## config.mk

```make
export PLATFORM = sky130hd
export DESIGN_NAME = instr_encoder_loader
export DESIGN_NICKNAME = d
export VERILOG_FILES = /design/src/rtl/instr_encoder_loader.sv
export SDC_FILE = /design/constraint.sdc
export NUM_CORES = 1
export LEC_CHECK = 0
export ABC_AREA = 1
export BUFFER_PORTS_ARGS = -buffer_cell sky130_fd_sc_hd__buf_2
export CAP_MARGIN = 20
export CORE_AREA = 2 2 92 72
export CTS_CLUSTER_DIAMETER = 60
export DETAILED_ROUTE_END_ITERATION = 8
export DIE_AREA = 0 0 94 74
export PLACE_DENSITY = 0.79
export SLEW_MARGIN = 20
export SYNTH_ARGS = -nofsm -noshare
export SYNTH_HDL_FRONTEND = slang
export SYNTH_SLANG_ARGS = --single-unit
```

## constraint.sdc

```tcl
create_clock -name clk_i -period 1.9 [get_ports clk_i]
set_input_delay 0.57 -clock clk_i [delete_from_list [all_inputs] [get_ports clk_i]]
set_output_delay 0.57 -clock clk_i [all_outputs]
set_load 0.005 [all_outputs]
```

## src/rtl/instr_encoder_loader.sv

```systemverilog
// Assembles MIPS words from field descriptions and writes them sequentially into imem; one-cycle latency handshake->write.
// Backpressure: in_ready_o drops outside an open session and when imem is full; held-off fields are not consumed.
module instr_encoder_loader #(
    parameter int ADDR_W = 6
) (
    input  logic              clk_i,
    input  logic              rst_i,
    input  logic              start_i,
    input  logic              finish_i,
    input  logic              in_valid_i,
    output logic              in_ready_o,
    input  logic [2:0]        kind_i,
    input  logic [4:0]        rs_i,
    input  logic [4:0]        rt_i,
    input  logic [4:0]        rd_i,
    input  logic [4:0]        shamt_i,
    input  logic [5:0]        funct_i,
    input  logic [15:0]       imm_i,
    input  logic [25:0]       target_i,
    output logic              im_we_o,
    output logic [ADDR_W-1:0] im_addr_o,
    output logic [31:0]       im_wdata_o,
    output logic [ADDR_W:0]   count_o,
    output logic              busy_o,
    output logic              full_o,
    output logic              err_o,
    output logic              load_done_o
);

    localparam logic [ADDR_W:0] CAP = {1'b1, {ADDR_W{1'b0}}};
    localparam logic [2:0]      KIND_ILLEGAL = 3'd7;

    typedef enum logic [1:0] {
        S_IDLE,
        S_LOAD,
        S_FULL,
        S_DONE
    } state_t;

    state_t              state_q, state_d;
    logic [ADDR_W:0]     count_q, count_d;
    logic                err_q, err_d;
    logic                we_q, we_d;
    logic [ADDR_W-1:0]   addr_q, addr_d;
    logic [31:0]         wdata_q, wdata_d;
    logic                ready_q, ready_d;
    logic                busy_q, busy_d;
    logic                full_q, full_d;
    logic                done_q, done_d;
    logic                hs;

    function automatic logic [31:0] encode(
        input logic [2:0]  kind,
        input logic [4:0]  rs,
        input logic [4:0]  rt,
        input logic [4:0]  rd,
        input logic [4:0]  shamt,
        input logic [5:0]  funct,
        input logic [15:0] imm,
        input logic [25:0] target
    );
        logic [31:0] w;
        w = 32'h0;
        case (kind)
            3'd0:    w = {6'b000000, rs, rt, rd, shamt, funct};
            3'd1:    w = {6'b001000, rs, rt, imm};
            3'd2:    w = {6'b000100, rs, rt, imm};
            3'd3:    w = {6'b000010, target};
            3'd4:    w = {6'b000011, target};
            3'd5:    w = {6'b101011, rs, rt, imm};
            3'd6:    w = {6'b100011, rs, rt, imm};
            default: w = 32'h0;
        endcase
        return w;
    endfunction

    // ready_q is only ever set while in LOAD, so it alone qualifies the handshake
    assign hs = in_valid_i & ready_q;

    always_comb begin
        state_d = state_q;
        count_d = count_q;
        err_d   = err_q;
        we_d    = 1'b0;
        addr_d  = addr_q;
        wdata_d = wdata_q;
        case (state_q)
            S_IDLE: begin
                if (start_i) begin
                    state_d = S_LOAD;
                    count_d = '0;
                    err_d   = 1'b0;
                end
            end
            S_LOAD: begin
                if (hs) begin
                    if (kind_i == KIND_ILLEGAL) begin
                        err_d = 1'b1;
                    end else begin
                        we_d    = 1'b1;
                        addr_d  = count_q[ADDR_W-1:0];
                        wdata_d = encode(kind_i, rs_i, rt_i, rd_i, shamt_i, funct_i, imm_i, target_i);
                        count_d = count_q + 1'b1;
                    end
                end
                if (finish_i) begin
                    state_d = S_DONE;
                end else if (count_d == CAP) begin
                    state_d = S_FULL;
                end
            end
            S_FULL: begin
                if (finish_i) begin
                    state_d = S_DONE;
                end
            end
            default: begin
                state_d = S_IDLE;
            end
        endcase
        // Status outputs are registered copies of what the next state implies
        ready_d = (state_d == S_LOAD);
        busy_d  = (state_d == S_LOAD) || (state_d == S_FULL);
        full_d  = (count_d == CAP);
        done_d  = (state_d == S_DONE);
    end

    always_ff @(posedge clk_i) begin
        if (rst_i) begin
            state_q <= S_IDLE;
            count_q <= '0;
            err_q   <= 1'b0;
            we_q    <= 1'b0;
            addr_q  <= '0;
            wdata_q <= '0;
            ready_q <= 1'b0;
            busy_q  <= 1'b0;
            full_q  <= 1'b0;
            done_q  <= 1'b0;
        end else begin
            state_q <= state_d;
            count_q <= count_d;
            err_q   <= err_d;
            we_q    <= we_d;
            addr_q  <= addr_d;
            wdata_q <= wdata_d;
            ready_q <= ready_d;
            busy_q  <= busy_d;
            full_q  <= full_d;
            done_q  <= done_d;
        end
    end

    assign in_ready_o  = ready_q;
    assign im_we_o     = we_q;
    assign im_addr_o   = addr_q;
    assign im_wdata_o  = wdata_q;
    assign count_o     = count_q;
    assign busy_o      = busy_q;
    assign full_o      = full_q;
    assign err_o       = err_q;
    assign load_done_o = done_q;

endmodule

```

==> flow_summary.json <==
{
  "placed_cell_area_sq_mm": 0.00325,
  "ys_warn_count": 0,
  "drt_wl_total_um": 7510,
  "vias": 2837,
  "grt_max_degree": 30,
  "synth_edf_count": 0,
  "num-nets-final": 548,
  "antenna_found_initial": 0,
  "end_kind": "flip-flop",
  "core_sq_mm": 0.00610,
  "cts_max_level": 2,
  "syn_nets": 413,
  "period_share": 0.968,
  "cts_tree": "built",
  "clkTransAtPathRegs_ns": 0.10,
  "crit_required_ns": 2.15,
  "clk_latency_ns": 0.30,
  "postSynthAreaPerCell_sq_um": 7.29,
  "hp-start": "im_wdata_o[27]",
  "netlist_area_sq_mm": 0.00243,
  "viasPerCell": 5.15,
  "cts_buffers": 5,
  "ys.flop_type": "dfxtp_1",
  "area_growth_pct": 40.9,
  "synthAdderAreaFrac": 0.0154,
  "finalInstanceArea_sq_mm": 0.00343,
  "row_count": 25,
  "diodes": 0,
  "rr_startpoint": "count_o[0]",
  "ys_ff_latch": 52,
  "grt_usage": 0.206,
  "drc_errors": 0,
  "final_util": 0.562,
  "max_clock_freq_ghz": 0.544,
  "pre_cts_ws_ns": -0.252,
  "chipWidth_um": 94,
  "clock_path_buffers": 2,
  "synth_top_family_by_area": "compound AO/OA/AOI/OAI gates",
  "grt_pass1_vias": 2571,
  "leakage_uw": 0.00172,
  "total_power_uw": 2290,
  "crit_arrival_ns": 2.09,
  "path_class": "flip-flop to flip-flop",
  "grt-ovfl-total": 0,
  "synthMuxAreaShare": 0,
  "synthArstFlopShare": 0,
  "syn_inst": 334,
  "min_to": "im_wdata_o[27]",
  "status": "finished, final reports clean",
  "port_buffers": 125,
  "wire_per_inst_um": 13.6,
  "grt_pass1_wl_um": 11500,
  "synth-seq-area-share": 0.428,
  "yosys.cell_types.count": 30,
  "drtIter0Drc": 226,
  "dieArea_sq_mm": 0.00696,
  "startpoint_type": "flip-flop",
  "io-pin-count": 127,
  "vdd_drop_max_mv": 0.421,
  "die_y_um": 74,
  "layout_commonest_cell": "buf_2",
  "clock-sinks": 52,
  "place.gp.congestion": 0.901,
  "hold_violations": 0,
  "drv_cap": 0,
  "skew_ns": 0.0138,
  "synth-xor-area-share": 0,
  "worst_slack_ns": 0.0608,
  "drive_above_1_share": 0.385,
  "root_buffer": "clkbuf_8",
  "dr.pass1.iters": 4,
  "r2r_end": "busy_o",
  "powerDensity_mw_per_mm2": 667,
  "drv_slew": 0,
  "finalSetupViolations": 0,
  "synth_compound_area_frac": 0.240,
  "layout_common_cells": "buf_2, nand2_1, dfxtp_1, a21oi_1, o21ai_0",
  "fin_crit_ns": 1.84,
  "rsz0062_at_grt": "yes",
  "hp-class": "flip-flop to flip-flop",
  "cp_max_fo": 4,
  "hpwl_um": 5510,
  "synthSimpleGateAreaFrac": 0.233,
  "ant_nets": 0,
  "hold_path_depth": 2,
  "r2r_cells": 14,
  "start_util": 0.399,
  "rrSetupSlack_ns": 0.06
}
==> cell usage after synthesis, drive strengths merged, types with 2 or more instances <==
cell	n	area, sq um
a41oi	3	26.3
nand3b	3	22.5
nand3	16	92.6
clkbuf	8	30.0
inv	29	109
nand4	4	25.0
o21ai	37	185
nand2	72	280
a221oi	13	114
a22oi	2	15.0
buf	10	58.8
dfxtp	52	1040
ha	3	37.5
nor2	29	129
a21oi	46	230
==> critical path, stage by stage (launching register included) <==
cell     delay, ns
dfxtp_4       0.38
ha_4          0.15
nand3_2       0.08
nor2_2        0.13
nand2_1       0.07
nand2_1       0.07
nand2_1       0.06
nor2_1        0.09
nand3_1       0.12
nand2_1       0.09
nand2_1       0.06
nand2_2       0.08
inv_2         0.04
ha_1          0.27
nor2_1        0.08
==> flip-flops by register name, indices dropped and copies added (netlist names) <==
register     cells
err_o            1
count_o          7
busy_o           1
im_addr_o        6
state_q          2
im_we_o          1
im_wdata_o      31
in_ready_o       1
full_o           1
load_done_o      1
==> metrics by stage <==
step                setup TNS (ns)  cells  hold slack, ns
CTS                              0    550           0.454
global placement             -1.84    542           0.433
global route                -0.160    551           0.490
floorplan                        0    334           0.440
finish                           0    551           0.449
detailed placement           -3.38    542           0.440
==> how the worst max path moves through the flow <==
stage          startpoint      to  depth (start not counted)
2_1_floorplan  in_valid_i  busy_o                         15
5_1_grt        count_o[0]  busy_o                         14
6_report       count_o[0]  busy_o                         14
4_1_cts        count_o[1]  busy_o                         14
3_3_place_gp   in_valid_i  busy_o                         16
3_5_place_dp   in_valid_i  busy_o                         16
==> timing repair <==
action	4_1_cts	5_1_grt
endpoints found under the setup margin	0	13
hold buffers	0	0
resized for setup	0	21
buffers inserted	0	1
==> area by class of cell <==
| class | count | area [sq um] |
|---|---|---|
| Fill cell | 596 | 2670 |
| Multi-Input combinational cell | 234 | 1240 |
| Sequential cell | 52 | 1050 |
| Timing Repair Buffer | 146 | 812 |
| Inverter | 30 | 118 |
| Tap cell | 81 | 101 |
| Clock buffer | 5 | 68.8 |
| Clock inverter | 3 | 42.5 |
==> kinds of logic (layout without fill, tap and decap cells) <==
family,after synthesis,in the layout
DFF,52,52
buffers and inverters,48,184
adders and majority gates,3,3
other,1,1
and+or+nand+nor,127,127
AOI/OAI and AO/OA,103,103
==> where the power goes <==
part           switching, uW  total, uW  internal (uW)
Clock                    364        754            390
Combinational            216        383            167
Sequential              22.0       1150           1130
Total                    602       2290           1690
==> routing by layer <==
layer	vias to the layer above	track usage	share of wire
li1	1395	-	-
met1	1304	0.269	0.43
met2	128	0.346	0.47
met3	10	0.0365	0.083
met4	0	0.0789	0.014
met5	-	0	0
(Power assumes the default switching activity.)
